File: src/rtl/prco_boot_loader.sv
// UART program loader for prco_core: receives a framed image,
// writes it into core memory, then releases the core with a reset pulse.
module prco_boot_loader #(
  parameter int          CLKS_PER_BIT = 868,
  parameter logic [15:0] BASE_ADDR    = 16'h0000,
  parameter int          MEM_DEPTH    = 256,
  parameter int          TIMEOUT_CLKS = 1000000
) (
  input  logic        i_clk,
  input  logic        i_reset,
  input  logic        i_rx,
  output logic        q_mem_we,
  output logic [15:0] q_mem_addr,
  output logic [15:0] q_mem_dat,
  output logic        q_core_hold,
  output logic        q_core_reset,
  output logic        q_done,
  output logic        q_err
);

  localparam int CW = $clog2(CLKS_PER_BIT);
  localparam int TW = $clog2(TIMEOUT_CLKS + 2);
  localparam logic [CW-1:0] BIT_LAST  = CW'(CLKS_PER_BIT - 1);
  localparam logic [CW-1:0] HALF_LAST = CW'(CLKS_PER_BIT / 2 - 1);
  localparam logic [7:0] SYNC = 8'hA5;

  localparam logic [1:0] RX_WAIT_START = 2'd0;
  localparam logic [1:0] RX_START      = 2'd1;
  localparam logic [1:0] RX_DATA       = 2'd2;
  localparam logic [1:0] RX_STOP       = 2'd3;

  localparam logic [3:0] S_IDLE    = 4'd0;
  localparam logic [3:0] S_LEN_HI  = 4'd1;
  localparam logic [3:0] S_LEN_LO  = 4'd2;
  localparam logic [3:0] S_DATA_HI = 4'd3;
  localparam logic [3:0] S_DATA_LO = 4'd4;
  localparam logic [3:0] S_WRITE   = 4'd5;
  localparam logic [3:0] S_CSUM    = 4'd6;
  localparam logic [3:0] S_DONE    = 4'd7;
  localparam logic [3:0] S_RUN     = 4'd8;
  localparam logic [3:0] S_ERROR   = 4'd9;

  logic          rx_s1, rx_s2;
  logic [1:0]    rx_state;
  logic [CW-1:0] rx_cnt;
  logic [2:0]    rx_bitn;
  logic [7:0]    rx_shift;
  logic [7:0]    rx_byte;
  logic          rx_valid;
  logic          rx_ferr;

  always_ff @(posedge i_clk or posedge i_reset) begin
    if (i_reset) begin
      rx_s1 <= 1'b1;
      rx_s2 <= 1'b1;
    end else begin
      rx_s1 <= i_rx;
      rx_s2 <= rx_s1;
    end
  end

  always_ff @(posedge i_clk or posedge i_reset) begin
    if (i_reset) begin
      rx_state <= RX_WAIT_START;
      rx_cnt   <= '0;
      rx_bitn  <= '0;
      rx_shift <= '0;
      rx_byte  <= '0;
      rx_valid <= 1'b0;
      rx_ferr  <= 1'b0;
    end else begin
      rx_valid <= 1'b0;
      rx_ferr  <= 1'b0;
      case (rx_state)
        RX_WAIT_START: begin
          rx_cnt <= '0;
          if (!rx_s2) rx_state <= RX_START;
        end
        RX_START: begin
          rx_cnt <= rx_cnt + 1'b1;
          if (rx_cnt == HALF_LAST) begin
            rx_cnt  <= '0;
            rx_bitn <= '0;
            // High at mid-start means a glitch, not a real start bit
            rx_state <= rx_s2 ? RX_WAIT_START : RX_DATA;
          end
        end
        RX_DATA: begin
          rx_cnt <= rx_cnt + 1'b1;
          if (rx_cnt == BIT_LAST) begin
            rx_cnt   <= '0;
            rx_shift <= {rx_s2, rx_shift[7:1]};
            rx_bitn  <= rx_bitn + 1'b1;
            if (rx_bitn == 3'd7) rx_state <= RX_STOP;
          end
        end
        default: begin
          rx_cnt <= rx_cnt + 1'b1;
          if (rx_cnt == BIT_LAST) begin
            rx_cnt   <= '0;
            rx_byte  <= rx_shift;
            rx_valid <= rx_s2;
            rx_ferr  <= !rx_s2;
            rx_state <= RX_WAIT_START;
          end
        end
      endcase
    end
  end

  logic [3:0]    state;
  logic [TW-1:0] tcnt;
  logic [7:0]    len_hi;
  logic [7:0]    data_hi;
  logic [7:0]    sum;
  logic [15:0]   remaining;
  logic          hold_q;
  logic          in_frame;
  logic          timeout;
  logic          ferr_hit;
  logic          sync_hit;
  logic [15:0]   len_w;

  assign in_frame = (state >= S_LEN_HI) && (state <= S_CSUM);
  assign timeout  = in_frame && !rx_valid && (tcnt >= TW'(TIMEOUT_CLKS));
  assign ferr_hit = rx_ferr && (state != S_IDLE) && (state != S_RUN);
  assign sync_hit = rx_valid && (rx_byte == SYNC);
  assign len_w    = {len_hi, rx_byte};

  // Hold must rise on the very cycle a re-sync byte is accepted in RUN
  assign q_core_hold = hold_q || ((state == S_RUN) && sync_hit);

  always_ff @(posedge i_clk or posedge i_reset) begin
    if (i_reset) begin
      state        <= S_IDLE;
      tcnt         <= '0;
      len_hi       <= '0;
      data_hi      <= '0;
      sum          <= '0;
      remaining    <= '0;
      hold_q       <= 1'b1;
      q_mem_we     <= 1'b0;
      q_mem_addr   <= BASE_ADDR;
      q_mem_dat    <= '0;
      q_core_reset <= 1'b0;
      q_done       <= 1'b0;
      q_err        <= 1'b0;
    end else begin
      q_mem_we     <= 1'b0;
      q_core_reset <= 1'b0;
      if (rx_valid) tcnt <= '0;
      else if (tcnt != '1) tcnt <= tcnt + 1'b1;

      if (ferr_hit || timeout) begin
        state  <= S_ERROR;
        q_err  <= 1'b1;
        hold_q <= 1'b1;
        q_done <= 1'b0;
      end else begin
        case (state)
          S_IDLE, S_RUN: begin
            if (sync_hit) begin
              state      <= S_LEN_HI;
              hold_q     <= 1'b1;
              q_err      <= 1'b0;
              q_done     <= 1'b0;
              q_mem_addr <= BASE_ADDR;
              sum        <= '0;
            end
          end
          S_LEN_HI: begin
            if (rx_valid) begin
              len_hi <= rx_byte;
              sum    <= sum + rx_byte;
              state  <= S_LEN_LO;
            end
          end
          S_LEN_LO: begin
            if (rx_valid) begin
              sum       <= sum + rx_byte;
              remaining <= len_w;
              if (32'(len_w) > MEM_DEPTH) begin
                state <= S_ERROR;
                q_err <= 1'b1;
              end else if (len_w == 16'd0) begin
                state <= S_CSUM;
              end else begin
                state <= S_DATA_HI;
              end
            end
          end
          S_DATA_HI: begin
            if (rx_valid) begin
              data_hi <= rx_byte;
              sum     <= sum + rx_byte;
              state   <= S_DATA_LO;
            end
          end
          S_DATA_LO: begin
            if (rx_valid) begin
              sum       <= sum + rx_byte;
              q_mem_we  <= 1'b1;
              q_mem_dat <= {data_hi, rx_byte};
              state     <= S_WRITE;
            end
          end
          S_WRITE: begin
            q_mem_addr <= q_mem_addr + 16'd1;
            remaining  <= remaining - 16'd1;
            state      <= (remaining == 16'd1) ? S_CSUM : S_DATA_HI;
          end
          S_CSUM: begin
            if (rx_valid) begin
              if (rx_byte == sum) begin
                state        <= S_DONE;
                q_core_reset <= 1'b1;
                hold_q       <= 1'b0;
                q_done       <= 1'b1;
              end else begin
                state <= S_ERROR;
                q_err <= 1'b1;
              end
            end
          end
          S_DONE:  state <= S_RUN;
          S_ERROR: state <= S_IDLE;
          default: state <= S_IDLE;
        endcase
      end
    end
  end

endmodule

File: config.mk
export PLATFORM = sky130hd
export DESIGN_NAME = prco_boot_loader
export DESIGN_NICKNAME = d
export VERILOG_FILES = /design/src/rtl/prco_boot_loader.sv
export SDC_FILE = /design/constraint.sdc
export NUM_CORES = 1
export LEC_CHECK = 0
export CORE_MARGIN = 2
export CORE_UTILIZATION = 45
export CTS_CLUSTER_SIZE = 20
export DETAILED_ROUTE_END_ITERATION = 6
export GPL_ROUTABILITY_DRIVEN = 0
export GPL_TIMING_DRIVEN = 0
export PLACE_DENSITY = 0.66
export SYNTH_ARGS = -nofsm -noshare
export SYNTH_HDL_FRONTEND = slang
export SYNTH_SLANG_ARGS = --single-unit
File: constraint.sdc
create_clock -name i_clk -period 5.9 [get_ports i_clk]
set_input_delay 1.475 -clock i_clk [delete_from_list [all_inputs] [get_ports i_clk]]
set_output_delay 1.475 -clock i_clk [all_outputs]
set_load 0.05 [all_outputs]
======== Word level (Yosys, flattened, before mapping) ========
Index checks and enable logic that the tools add are counted.
cells by class
  add/sub/neg operators ................... 6
  order comparisons ....................... 4
  eq/ne operators ......................... 34
  multiplexer cells ....................... 61
  bitwise operators ....................... 2
  reduce and logical (&&, ||, !) cells .... 39
operator list
  kind                                                                              count
  16-bit case mux with 2 select lines                                               2
  20-bit two-way mux                                                                2
  4-bit two-way mux                                                                 9
  16-bit two-way mux                                                                2
  4-bit case mux with 8 select lines                                                1
  3-bit inequality test, second input constant                                      9
  1-bit two-way mux                                                                 24
  20-bit by 1-bit adder with 20-bit output, second input constant                   1
  20-bit greater-or-equal comparator, second input constant                         1
  10-bit two-way mux                                                                2
  20-bit inequality test, second input constant                                     1
  10-bit case mux with 2 select lines                                               1
  3-bit AND reduction                                                               6
  16-bit by 1-bit adder with 16-bit output, second input constant                   1
  16-bit by 1-bit == test with 1-bit output, second input constant                  1
  4-bit by 3-bit == test with 1-bit output, second input constant                   4
  16-bit by 9-bit greater-than comparator with 1-bit output, second input constant  1
  16-bit zero test                                                                  1
  8-bit two-way mux                                                                 2
  8-bit case mux with 2 select lines                                                1
  16-bit by 1-bit subtractor with 16-bit output, second input constant              1
  2-bit two-way mux                                                                 6
  3-bit two-way mux                                                                 4
  2-bit inequality test, second input constant                                      6
  other kinds (37)                                                                  57
storage, ports and cells
  bits in registers ....................... 136
  word-level logic and storage cells ...... 168

======== Longest topological paths before layout ========
Gate-level depths: netlist of the first run.
  depth in word-level cells ............... 7
  depth in mapped cells ................... 8
  mapped depth without buffers ............ 7

======== Least setup slack after synthesis of the first run ========
No wires, ideal clock.
  path kind ............................... register -> output
  start point ............................. register rx_byte[1]
  end point ............................... output port q_core_hold
  arrival time ............................ 1777 ps
  required time ........................... 4425 ps
  path slack .............................. 2648 ps
  stages on the path, launching flop included .. 5
  path buffers ............................ 1
  cells stage by stage .................... dfrtp_1 nor4_1 and4_1 buf_2 a21o_1
between the ends
  cells in the longest elaborated chain, start to end .. 4
ends and longest elaborated chain
  item                    line  text
  from (decl)             48    logic [7:0] rx_byte;
  from (signal assigned)  101   rx_byte <= rx_shift;
  8-bit == test           127   assign sync_hit = rx_valid && (rx_byte == SYNC);
  1-bit logical AND       127
  1-bit logical AND       131   assign q_core_hold = hold_q || ((state == S_RUN) && sync_hit);
  1-bit logical OR        131
  to (decl)               15    output logic q_core_hold,
Every way passes these cells.

======== Final worst setup path of the first run ========
Ends and elaborated chain as after synthesis.

==> metrics.cfg, run 1 <==
[layout]
nets=786
synthToLayoutAreaGrowth_pct=18.3
drive_above_1_share=0.0847
antenna_cells=0

[yosys]
ys_seq_elements=136
yosysWarnings=0
synth_top_cell_by_area=dfrtp_1
syn_area_sq_um=7130
synthTopCellsByArea=dfrtp_1, mux2_1, nor2_1
synth-edff-count=0
yosys-top-cells-count=dfrtp_1, nor2_1, nand2_1, mux2_1, o21ai_1
synthDistinctLibCells=76
netlist_instances=707
ys.flop_type=dfrtp_1
syn-num-nets=727
ys_seq_area_frac=0.478
async_reset_ff_frac=1.00
avgSynthCellArea_sq_um=10.1
yosysTopAreaCellShare=0.467
synth_most_common_cell=dfrtp_1

[clock_tree]
tritoncts=done
cts.htree.levels=4
cts_made_buffers=17
clkTransAtPathRegs_ns=0.06
root_buffer=clkbuf_16
cts.path.max_buffers=2
cts_repair_resize_count=0
postCtsSetupBuffers=0
holdBufCountCts=0
cts_sinks=136
clk_latency_ns=0.42

[setup_path]
path_class=reg2out
cp-endpoint=q_core_hold
reg2reg_depth=7
regToRegStartpoint=state[2]
end_kind=output port
arrival_ns=3.20
cp.required_ns=4.43
critPathMaxFanout=10
reg2reg_slack_ns=3.13
crit_path_start_kind=register
regToRegEndpoint=sum[4]
critical_path.startpoint=rx_byte[1]

[drt]
via_count=5778
dr.pass1.iters=5
drtIter0Drc=328
ant_nets=0
routedWlPerCell_um=16.9
routed_wl_um=16800
remaining_drc_errors=0
viasPerCell=5.81

[grt]
grt_pass1_wl_um=28500
grt_pass1_vias=5753
grt_max_degree=87
overflow=0
grtUsageTotal=0.213
grt_antenna_before_repair=0

[timing]
relSlewSlack=0.450
drv_slew=0
rsz0062_at_grt=false
fin_crit_sh=0.792
skew_ns=0.00808
fmax_mhz=214
worst_slew_pin_slew_ns=0.818
hold_ws_ns=0.354
finalCriticalPeriod_ns=4.67
finalHoldViolations=0
setup-violations-final=0

[pwr]
power_uw=2060
powerDensity_nw_per_um2=245
p_leak_uw=0.00370
irDropWorstVdd_uv=180

[floorplanning]
die_area_sq_um=16900
io_pins=40
rows=46
die_x_um=130
start_util=0.454
die_h_um=130
core_area_sq_um=15700

[place]
dp_hpwl_um=11600
io_buffers=39

[run_status]
status=finished, final reports clean

[run]
max-cap-violations=0

[worst_hold_path]
hp-class=reg2reg

-- worst max-delay path, cell delays in order (launching register included) --
cell	delay [ns]
dfrtp_1	0.53
nor4_1	0.73
and4_1	0.28
buf_2	0.25
a21o_1	0.18
clkdlybuf4s50_1	0.80
-- power by group --
| group | total (uW) | internal [uW] | switching (uW) | leakage (uW) |
|---|---|---|---|---|
| logic | 21.6 | 3.35 | 18.2 | 0.00155 |
| clock network | 1110 | 707 | 401 | 0.000295 |
| registers | 935 | 934 | 0.458 | 0.00186 |
| total | 2060 | 1640 | 420 | 0.00370 |
-- cells in the final DEF (no fill, tap or decap), types with 6 or more instances in the layout --
| master | count |
|---|---|
| a22oi_1 | 7 |
| and3_1 | 11 |
| a21oi_1 | 30 |
| o2bb2ai_1 | 6 |
| nor3_1 | 16 |
| and4_1 | 11 |
| nand4_1 | 12 |
| clkbuf_16 | 17 |
| nor2_1 | 60 |
| o31ai_1 | 8 |
| nor4_1 | 13 |
| nand2_1 | 57 |
| o21ai_1 | 31 |
| nand3_1 | 27 |
| mux2_1 | 36 |
| xnor2_1 | 22 |
| a22o_1 | 6 |
| a31oi_1 | 9 |
| clkbuf_1 | 28 |
| xor2_1 | 8 |
| a211oi_1 | 8 |
| or3_1 | 7 |
| clkdlybuf4s50_1 | 39 |
| ha_1 | 16 |
| and2_1 | 6 |
| buf_2 | 6 |
| dfrtp_1 | 133 |
| mux2_2 | 9 |
| inv_1 | 19 |
| o21ai_0 | 14 |
-- worst min path at each step --
stage          cells after the start     to  slack, ns  startpoint
2_1_floorplan                      0  rx_s2       0.35       rx_s1
3_3_place_gp                       0  rx_s2       0.35       rx_s1
3_5_place_dp                       0  rx_s2       0.35       rx_s1
4_1_cts                            0  rx_s2       0.36       rx_s1
5_1_grt                            0  rx_s2       0.36       rx_s1
6_report                           0  rx_s2       0.35       rx_s1
-- area by class of cell --
| cell class | instances | area (sq um) |
|---|---|---|
| buffer | 35 | 158 |
| sequential | 136 | 3410 |
| clock inverter | 12 | 176 |
| tap | 216 | 270 |
| clock buffer | 20 | 437 |
| inverter | 22 | 87.6 |
| multi-input combinational | 514 | 3480 |
| timing repair buffer | 40 | 418 |
| fill | 1365 | 7280 |
-- sequential cells by signal (all words and copies together) (netlist names), 3 cells and up --
signal and count:
rx_bitn 3, sum 8, rx_shift 8, remaining 16, tcnt 20, data_hi 8
rx_byte 8, state 4, len_hi 8, q_mem_addr 16, rx_cnt 10, q_mem_dat 16
-- cells by family (layout without fill, tap and decap cells) --
kind of cell	Yosys count	count (layout)	synth area share
multiplexers	46	46	0.0725
AND/OR/NAND/NOR	257	257	0.191
buffers and inverters	57	129	0.0337
XOR/XNOR	30	30	0.0368
adder cells (fa/ha/maj)	17	17	0.0309
AO/OA/AOI/OAI	164	164	0.157
flip-flops	136	136	0.478
-- routing by layer --
layer	GRT usage	routed length, um	vias to the layer above
li1	-	-	2708
met1	0.279	7420	2858
met2	0.346	8080	184
met3	0.0562	991	28
met4	0.0753	298	0
met5	0	0	-
-- metrics by stage --
stage	cells	setup TNS (ns)	area, sq um	worst slack (ns)	util
finish	995	0	8440	1.23	0.537
global route	995	0	8440	1.05	0.537
CTS	995	0	8440	1.25	0.537
detailed placement	963	0	7820	1.72	0.498
global placement	962	-143.87	7790	-1.09	0.496
floorplan	707	0	7130	0.791	-
No activity file was read; power rests on OpenSTA's default activity.
==> run 2, diff against run 1 <==
- PLACE_DENSITY: 0.66 -> 0.68
- clock period: 5.9 -> 3.8 ns (I/O delays scaled with it)
==> run 2 against run 1 <==
Net effect: worst hold slack improved by 0.00072 ns; combinational power rose by 75%; global-route usage fell by 0.19 points; total power rose by 58%; first-iteration DRC count rose by 27%; critical endpoint unchanged.
==> metrics.cfg, run 2 (synthesis results as in run 1) <==
[run_status]
status=finished, final reports clean

[timing]
finalHoldViolations=0  ; unchanged
fin_crit_sh=0.942
skew_ns=0.00758  ; -0.000509 ns
setup-violations-final=0  ; unchanged
setup_ws_ns=0.219  ; -1.01 ns
drv_slew=0  ; unchanged
relSlewSlack=0.407  ; -0.0431
worst_slew_pin_slew_ns=0.887  ; +0.0691 ns
fmax_mhz=279
rsz0062_at_grt=false
finalCriticalPeriod_ns=3.58
hold_ws_ns=0.355  ; +0.000715 ns

[pwr]
power_uw=3260  ; +58%
p_leak_uw=0.00374  ; +1.0%
irDropWorstVdd_uv=363  ; +100%
powerDensity_nw_per_um2=383  ; +56%

[clock_tree]
cts.htree.levels=4  ; unchanged
tritoncts=done
holdBufCountCts=0  ; unchanged
cts.path.max_buffers=2  ; unchanged
cts_made_buffers=17  ; unchanged
postCtsSetupBuffers=0  ; unchanged
clk_latency_ns=0.42  ; about the same
cts_repair_resize_count=3  ; +3
clkTransAtPathRegs_ns=0.06  ; about the same
cts_sinks=136  ; unchanged
root_buffer=clkbuf_16

[drt]
routed_wl_um=16700  ; -0.52%
remaining_drc_errors=0  ; unchanged
via_count=5805  ; +0.47%
dr.pass1.iters=5  ; unchanged
routedWlPerCell_um=16.8  ; -0.72%
ant_nets=0  ; unchanged
drtIter0Drc=417  ; +27%
viasPerCell=5.82  ; +0.27%

[layout]
synthToLayoutAreaGrowth_pct=19.4
drive_above_1_share=0.0922  ; +0.00747
final_cells=997  ; +0.20%
antenna_cells=0  ; unchanged
top_register=tcnt
most-common-layout-cells=dfrtp_1, nor2_1, nand2_1
nets=788  ; +0.25%
n_fill_cell=1381  ; +1.2%
final_common_cell=dfrtp_1
largest_reg_flops=20  ; unchanged

[floorplanning]
rows=46  ; unchanged
die_h_um=130  ; unchanged
die_x_um=130  ; unchanged
die_area_sq_um=16900  ; unchanged
start_util=0.454  ; unchanged
io_pins=40  ; unchanged
core_area_sq_um=15700  ; unchanged

[setup_path]
path_class=reg2out
crit_path_start_kind=register
end_kind=output port
arrival_ns=2.63  ; -0.57 ns
critPathMaxFanout=10  ; unchanged
cp.required_ns=2.85  ; -1.58 ns

[place]
place_inst=965  ; +0.21%
place_ws_ns=0.0896  ; -1.63 ns
io_buffers=39  ; unchanged
dp_hpwl_um=11600  ; +0.33%

[worst_hold_path]
hp-class=reg2reg

[grt]
grtUsageTotal=0.211  ; -0.00191
grt_pass1_vias=5618  ; -2.3%
grt_pass1_wl_um=28100  ; -1.3%
grt_antenna_before_repair=0  ; unchanged
overflow=0  ; unchanged
grt_max_degree=40  ; -54%

[run]
max-cap-violations=0  ; unchanged

run 2: cell types whose count changed in the layout (fill, tap and decap cells not counted), sizes merged:
cell and delta:
dlygate4sd2 +1, clkbuf -1, clkdlybuf4s50 -1, clkinv +1, buf +2
run 2: through the flow:
step,area [sq um],setup TNS (ns),util
finish,8510,0,0.542
global route,8510,0,0.542
CTS,8500,0,0.541
detailed placement,7860,0,0.500
global placement,7790,-5.04,0.496
floorplan,7130,0,-
run 2: per-layer routing:
| layer | wire length, um | GRT usage |
|---|---|---|
| met1 | 7510 | 0.288 |
| met2 | 7880 | 0.335 |
| met3 | 973 | 0.0480 |
| met4 | 334 | 0.0746 |
| met5 | 0 | 0 |
run 2: path summary, 6_finish.rpt:
path,start,to,slack (ns),depth (start not counted)
min in group asynchronous,i_reset,tcnt[0],1.05,2
max in group asynchronous,i_reset,remaining[1],1.88,4
hold / removal,rx_s1,rx_s2,0.36,0
setup reg to reg,state[2],q_core_reset,1.05,7
hold reg to reg,rx_s1,rx_s2,0.36,0
setup / recovery,rx_byte[1],q_core_hold,0.22,5
run 2: worst max-delay path: stages, from the launching register on:
cell	delay, ns
dfrtp_1	0.55
nor4_4	0.46
and4_1	0.24
buf_2	0.24
a21o_1	0.18
dlygate4sd2_1	0.54
run 2: where the power goes:
| part | leakage (uW) | internal, uW | switching, uW | total (uW) |
|---|---|---|---|---|
| Sequential | 0.00186 | 1450 | 0.683 | 1450 |
| Clock | 0.000309 | 1120 | 645 | 1770 |
| Combinational | 0.00157 | 8.47 | 29.2 | 37.7 |
| Total | 0.00374 | 2580 | 675 | 3260 |
run 2: area by class of cell:
cell class | count | area [sq um] | area share
well taps | 216 | 270 | 0.0318
plain buffers | 35 | 158 | 0.0185
clock inverters | 13 | 194 | 0.0228
multi-input cells | 514 | 3500 | 0.412
flip-flops and latches | 136 | 3410 | 0.400
clock buffers | 19 | 443 | 0.0520
inverters | 22 | 86.3 | 0.0101
repair buffers | 42 | 449 | 0.0528
